$ cat config.mk
export PLATFORM = sky130hd
export DESIGN_NAME = branch_predictor
export DESIGN_NICKNAME = d
export VERILOG_FILES = /design/src/rtl/branch_predictor.sv
export SDC_FILE = /design/constraint.sdc
export NUM_CORES = 2
export LEC_CHECK = 0
export CORE_MARGIN = 4
export CORE_UTILIZATION = 54
export DETAILED_ROUTE_END_ITERATION = 7
export PLACE_DENSITY_LB_ADDON = 0.25
export SLEW_MARGIN = 20
export SYNTH_ARGS = -nofsm -noshare
export SYNTH_HDL_FRONTEND = slang
export SYNTH_SLANG_ARGS = --single-unit
$ cat constraint.sdc
create_clock -name clk -period 14.9 [get_ports clk]
set_input_delay 2.98 -clock clk [delete_from_list [all_inputs] [get_ports clk]]
set_output_delay 2.98 -clock clk [all_outputs]
set_load 0.02 [all_outputs]
$ cat src/rtl/branch_predictor.sv
// Branch prediction unit for the IF stage: a tagged BTB with 2-bit saturating
// counters, trained from EX-stage resolutions, plus saturating accuracy counters.
module branch_predictor #(
  parameter int ENTRIES = 16,
  parameter int ADDR_W  = 32,
  parameter int STAT_W  = 32
) (
  input  logic              clk,
  input  logic              rst,
  input  logic [1:0]        strategy,
  input  logic [ADDR_W-1:0] if_pc,
  output logic              pred_taken,
  output logic [ADDR_W-1:0] pred_target,
  input  logic              upd_valid,
  input  logic [ADDR_W-1:0] upd_pc,
  input  logic              upd_taken,
  input  logic [ADDR_W-1:0] upd_target,
  input  logic              upd_mispredict,
  output logic [STAT_W-1:0] stat_updates,
  output logic [STAT_W-1:0] stat_mispredicts
);

  localparam int IDX_W = $clog2(ENTRIES);
  localparam int TAG_W = ADDR_W - IDX_W - 2;

  typedef enum logic [1:0] {
    STRAT_NOT_TAKEN = 2'b00,
    STRAT_TAKEN     = 2'b01,
    STRAT_DELAY     = 2'b10,
    STRAT_DYNAMIC   = 2'b11
  } strategy_t;

  logic              valid_q  [ENTRIES];
  logic [TAG_W-1:0]  tag_q    [ENTRIES];
  logic [1:0]        ctr_q    [ENTRIES];
  logic [ADDR_W-1:0] target_q [ENTRIES];

  logic [IDX_W-1:0] lk_idx, up_idx;
  logic [TAG_W-1:0] lk_tag, up_tag;
  logic             lk_hit, up_hit;
  logic             unused_pc_lsbs;

  assign lk_idx = if_pc[IDX_W+1:2];
  assign lk_tag = if_pc[ADDR_W-1:IDX_W+2];
  assign up_idx = upd_pc[IDX_W+1:2];
  assign up_tag = upd_pc[ADDR_W-1:IDX_W+2];
  assign lk_hit = valid_q[lk_idx] && (tag_q[lk_idx] == lk_tag);
  assign up_hit = valid_q[up_idx] && (tag_q[up_idx] == up_tag);

  // Instructions are word aligned, so the byte offset never selects anything.
  assign unused_pc_lsbs = ^{if_pc[1:0], upd_pc[1:0]};

  // Lookup reads registered state only, so a same-cycle update is not seen.
  always_comb begin
    pred_taken = 1'b0;
    case (strategy_t'(strategy))
      STRAT_TAKEN:   pred_taken = lk_hit;
      STRAT_DYNAMIC: pred_taken = lk_hit & ctr_q[lk_idx][1];
      default:       pred_taken = 1'b0;
    endcase
    if (rst) pred_taken = 1'b0;
    pred_target = pred_taken ? target_q[lk_idx] : if_pc + ADDR_W'(4);
  end

  // NOTE: sequential state uses non-blocking assignments so every entry and
  // counter samples the same pre-edge values regardless of statement order.
  always_ff @(posedge clk) begin
    if (rst) begin
      // NOTE: the table is reset entry by entry because valid bits must clear;
      // this keeps it in flops rather than a RAM macro, which is fine at this size.
      for (int i = 0; i < ENTRIES; i++) begin
        valid_q[i]  <= 1'b0;
        tag_q[i]    <= '0;
        ctr_q[i]    <= 2'b01;
        target_q[i] <= '0;
      end
      stat_updates     <= '0;
      stat_mispredicts <= '0;
    end else if (upd_valid) begin
      if (up_hit) begin
        if (upd_taken) begin
          if (ctr_q[up_idx] != 2'b11) ctr_q[up_idx] <= ctr_q[up_idx] + 2'd1;
          target_q[up_idx] <= upd_target;
        end else if (ctr_q[up_idx] != 2'b00) begin
          ctr_q[up_idx] <= ctr_q[up_idx] - 2'd1;
        end
      end else if (upd_taken) begin
        // Allocation replaces whatever aliased there, starting weakly taken.
        valid_q[up_idx]  <= 1'b1;
        tag_q[up_idx]    <= up_tag;
        ctr_q[up_idx]    <= 2'b10;
        target_q[up_idx] <= upd_target;
      end

      if (stat_updates != '1) stat_updates <= stat_updates + STAT_W'(1);
      if (upd_mispredict && (stat_mispredicts != '1))
        stat_mispredicts <= stat_mispredicts + STAT_W'(1);
    end
  end

endmodule

Word level (Yosys, flattened, before mapping)
Memory sizes are Yosys's and may differ from the RTL's.
Cells that the tools add are included.
- memories: 4
- logic and storage cells: 73
- flip-flop bits (word level): 64
- memory bits (writable): 976
- memories (name ; depth ; bits a word ; rd ports ; clocked after memory_dff ; wr ports ; RTL line ; source):
    target_q ; 16 ; 32 ; 1 ; 0 ; 16 ; 36 ; logic [ADDR_W-1:0] target_q [ENTRIES];
    tag_q ; 16 ; 26 ; 2 ; 0 ; 16 ; 34 ; logic [TAG_W-1:0] tag_q [ENTRIES];
    ctr_q ; 16 ; 2 ; 2 ; 0 ; 16 ; 35 ; logic [1:0] ctr_q [ENTRIES];
    valid_q ; 16 ; 1 ; 2 ; 0 ; 16 ; 33 ; logic valid_q [ENTRIES];
- multiplexer cells: 41
- bitwise operators: 4
- reductions and logical operators: 10
- equality and inequality tests: 7
- add/subtract/negate cells: 5
- operator list (cell ; number):
    32-bit two-way mux ; 3
    32-bit by 1-bit adder with 32-bit output (second input constant) ; 2
    32-bit inequality test (second input constant) ; 2
    26-bit == test ; 2
    32-bit by 3-bit adder with 32-bit output (second input constant) ; 1
    32-bit OR reduction ; 1
    1-bit two-way mux ; 29
    26-bit two-way mux ; 1
    26-bit OR reduction ; 1
    4-bit two-way mux ; 4
    2-bit two-way mux ; 3
    2-bit AND reduction ; 2
    1-bit logical AND ; 3
    1-bit bitwise OR ; 3
    2-bit by 1-bit adder with 2-bit output (second input constant) ; 1
    2-bit by 1-bit == test with 1-bit output (second input constant) ; 1
    2-bit == test (second input constant) ; 1
    2-bit inequality test (second input constant) ; 1
    1-bit one-hot mux with 2 select lines ; 1
    2-bit nonzero test ; 1
    2-bit OR reduction ; 1
    2-bit by 1-bit subtractor with 2-bit output (second input constant) ; 1
    1-bit bitwise AND ; 1
    1-bit OR reduction ; 1

Longest topological paths before layout
An unclocked memory read counts as a cell.
- depth after elaboration: 12
- depth in mapped cells: 16
- depth with buffers taken out: 10

Least setup slack after synthesis
OpenSTA, ideal clock, no wires.
- path kind: input-to-output
- start: input if_pc[2]
- end: output pred_target[2]
- stages on the path: 13
- setup slack: 5.400 ns
- arrival time: 6.520 ns
- required time: 11.920 ns
- buffers on the path: 7
- cell sequence: buf_6 > buf_6 > buf_6 > buf_6 > buf_4 > buf_2 > mux4_2 > mux4_2 > xnor2_1 > nand3_1 > nor4_4 > buf_6 > mux2i_1
- word-level cells in the longest chain between the ends: 7
- elaborated cells between the ends (all ways): 11
- ends and longest elaborated chain (element ; RTL line ; source):
    start, declared ; 11 ; input logic [ADDR_W-1:0] if_pc,
    memory 16 x 26 bit ; n/a ;
    26-bit == test ; 47 ; assign lk_hit = valid_q[lk_idx] && (tag_q[lk_idx] == lk_tag);
    1-bit logical AND ; 47 ;
    1-bit bitwise AND ; 58 ; STRAT_DYNAMIC: pred_taken = lk_hit & ctr_q[lk_idx][1];
    1-bit one-hot mux with 2 select lines ; 56 ; case (strategy_t'(strategy))
    1-bit two-way mux ; 61 ; if (rst) pred_taken = 1'b0;
    32-bit two-way mux (*) ; 62 ; pred_target = pred_taken ? target_q[lk_idx] : if_pc + ADDR_W'(4);
    end, declared ; 13 ; output logic [ADDR_W-1:0] pred_target,
Every way passes the cells marked *; elsewhere a longest branch is shown, timed or not.

Worst setup path after layout
- start: input if_pc[2]
- end: output pred_target[18]
The elaborated chain is that of the path after synthesis.

==> results.sh <==
export IMPL_fillerInstances=7193
export IMPL_synth_ff_type="edfxtp_1"
export IMPL_overflow=0
export IMPL_first_global_vias=33300
export IMPL_routedWlPerCell_um=32.4
export IMPL_finalSetupViolCount=0
export IMPL_mappedNetlistArea_um2=52600
export IMPL_status="completed"
export IMPL_power_share_sequential_pct=50.9
export IMPL_path_common_cell="mux4_2"
export IMPL_ctsResizeCount=0
export IMPL_cts_sinks=1040
export IMPL_hold_viol_final=0
export IMPL_hpwl_um=91800
export IMPL_insertion_delay_ns=0.70
export IMPL_relSlewSlack_pct=18.2
export IMPL_cts_hold_buffers=0
export IMPL_ir_drop_mv=0.0892
export IMPL_intPower_uw=5060
export IMPL_drive_gt1_share_pct=18.4
export IMPL_synth_top_area_cell="edfxtp_1"
export IMPL_synth_top_cells_by_area="edfxtp_1 (55%), mux4_2 (16%), and2_1 (6.2%)"
export IMPL_final_max_slew_viol_count=0
export IMPL_htree_levels=3
export IMPL_synth_cells=3617
export IMPL_core_area_um2=96700
export IMPL_grt_pass1_wl_um=234000
export IMPL_vias_per_cell=6.70
export IMPL_synth_top_area_share_pct=54.8
export IMPL_synth_avg_cell_area_um2=14.5
export IMPL_grt_max_degree=137
export IMPL_start_util_pct=54.4
export IMPL_final_common_cell="edfxtp_1"
export IMPL_drcViolationCount=0
export IMPL_dieArea_um2=102000
export IMPL_ys_ff_latch=1040
export IMPL_synth_warning_count=0
export IMPL_r2r_start="tag_q[11][23]$_SDFFCE_PN0P_"
export IMPL_antenna_found_initial=15
export IMPL_skew_ns=0.0312
export IMPL_postCtsSetupBuffers=0
export IMPL_fmax_mhz=87.7
export IMPL_drt_total_wl_um=162000
export IMPL_clk_pin_slew_ns=0.06
export IMPL_pin_count=200
export IMPL_hold_path_class="register to register"
export IMPL_netSwitchingFraction_pct=23.9
export IMPL_fin_crit_sh_pct=76.5
export IMPL_syn2layout_area_growth_pct=11.7
export IMPL_end_kind="output port"
export IMPL_tritoncts="done"
export IMPL_tightest_slew_ns=1.23
export IMPL_cts_path_max_buffers=3
export IMPL_path_delay_family="buffers and inverters"
export IMPL_critPathMaxFanout=70
export IMPL_yosysSeqAreaShare_pct=57.8
export IMPL_worst_ep_required_time_ns=11.92
export IMPL_layout_common_cells="edfxtp_1 (960), and2_1 (524), and3_1 (433)"
export IMPL_clock_power_share_pct=38.5
export IMPL_powerDensity_nw_per_um2=113
export IMPL_synth_cell_types=65
export IMPL_hold_start="valid_q[8]$_DFF_P_"
export IMPL_grt_usage_pct=31.5
export IMPL_cp_arrival_ns=8.43
export IMPL_timing_setup_tns_ns=0
export IMPL_period_minus_slack_ns=11.41
export IMPL_worstSetupPathType="input pin to output port"
export IMPL_postRouteAntennaNets=0
export IMPL_maxCapViolCount=0
export IMPL_startpoint="if_pc[2]"
export IMPL_ys_async_sr_fraction_pct=0
export IMPL_power_frac_comb_pct=10.6
export IMPL_hold_slack_ns=0.477
export IMPL_root_buffer="clkbuf_16"
export IMPL_p_switching_uw=1590
export IMPL_numCtsBuffers=107
export IMPL_max_stage_delay_ns=0.63
export IMPL_dieWidth_um=320
export IMPL_rsz0062_at_grt="no"
export IMPL_cp_slowest_cell="buf_8"
export IMPL_gp_congestion=0.901
export IMPL_drt_first_pass_iters=8
export IMPL_drt_iter0_markers=4995
export IMPL_crit_buf_inv=4
export IMPL_syn_nets=3723
export IMPL_synth_edf_count=960
export IMPL_die_y_um=320
export IMPL_via_count=33500
export IMPL_final_nets=3741
export IMPL_cp_cell_sequence="buf_8 -> buf_12 -> mux4_2 -> mux4_2 -> xnor2_1 -> nand4b_1 -> or4_4 -> nor4_4 -> buf_4 -> mux2_1 -> clkdlybuf4s50_1"
export IMPL_p_leak_uw=0.0215
export IMPL_crit_path_start_kind="input pin"
export IMPL_io_buffer_count=197
export IMPL_rows=114
==> cell families (layout without fill, tap and decap cells) <==
kind of cell	count (synthesis)	after routing	synth area share (%)
AND/OR/NAND/NOR	1346	1346	15.1
flip-flops	1040	1040	57.8
AO/OA/AOI/OAI	185	185	2.34
multiplexers	524	524	19.2
buffers and inverters	381	484	3.11
adder cells (fa/ha/maj)	3	3	0.0713
other	0	8	0
XOR/XNOR	138	138	2.30
==> sequential cells by signal, indices dropped and copies added, names as in the netlist <==
signal            cells
tag_q               416
stat_mispredicts     32
valid_q              16
stat_updates         32
target_q            512
ctr_q                32
==> final cells by class <==
cell class | count | area (um2) | area share, %
repair buffers | 266 | 2530 | 4.31
diodes | 8 | 20.0 | 0.0341
clock buffers | 131 | 2810 | 4.78
clock inverters | 63 | 485 | 0.826
well taps | 1276 | 1600 | 2.72
inverters | 24 | 90.1 | 0.153
multi-input cells | 2196 | 20800 | 35.4
flip-flops and latches | 1040 | 30400 | 51.8
==> stage by stage <==
step / worst slack (ns) / power (uW) / instances / utilization, % / cell area [um2]
3_3_place_gp: 3.58 / 4120 / 4802 / 57.3 / 55400
5_1_grt: 3.33 / 6840 / 5000 / 60.7 / 58700
4_1_cts: 3.55 / 6660 / 4996 / 60.7 / 58700
2_1_floorplan: 5.40 / 3860 / 3617 / - / 52600
6_report: 3.49 / 6650 / 5004 / 60.8 / 58800
3_5_place_dp: 3.55 / 4140 / 4802 / 57.3 / 55400
==> power by group through the flow <==
stage,Combinational (uW),Clock [uW],Sequential [uW]
global placement,687,0,3440
CTS,693,2580,3380
floorplan,434,0,3430
finish,703,2560,3390
global route,727,2710,3400
detailed placement,690,0,3450
==> path summary, 6_finish.rpt <==
| path | to | slack, ns | cells after the start |
|---|---|---|---|
| max | pred_target[18] | 3.49 | 11 |
| min | valid_q[8]$_DFF_P_ | 0.48 | 1 |
| max reg2reg | tag_q[11][8]$_SDFFCE_PN0P_ | 9.43 | 10 |
| min reg2reg | valid_q[8]$_DFF_P_ | 0.48 | 1 |
==> cells in the mapped netlist (8+ instances only) <==
master,count
o22ai_1,11
dfxtp_1,80
or2_1,11
nor2_1,110
and4_1,9
a22oi_1,16
o21ai_0,28
buf_6,14
nand2_1,71
mux4_2,385
mux2i_1,87
buf_4,15
nor2b_1,15
clkbuf_1,267
or2_2,15
and3_1,434
o21bai_1,10
xor2_1,60
nor4_1,8
nor3_1,38
xnor2_1,78
and2_1,524
a21o_1,33
inv_1,21
nand2b_1,16
a21oi_1,43
or3_1,11
nand4_1,24
buf_1,26
nand3_1,43
edfxtp_1,960
mux2_1,31
mux2_2,21
buf_2,35
==> routing by layer <==
metal  global-route usage (%)  part of all wire (%)  vias to the layer above
met3                     6.40                    12                      393
met5                        0                 0.017                        -
li1                         -                     -                    13900
met1                     43.6                    37                    17000
met2                     49.1                    47                     2269
met4                     13.4                   4.5                        4
(Power assumes the default switching activity.)
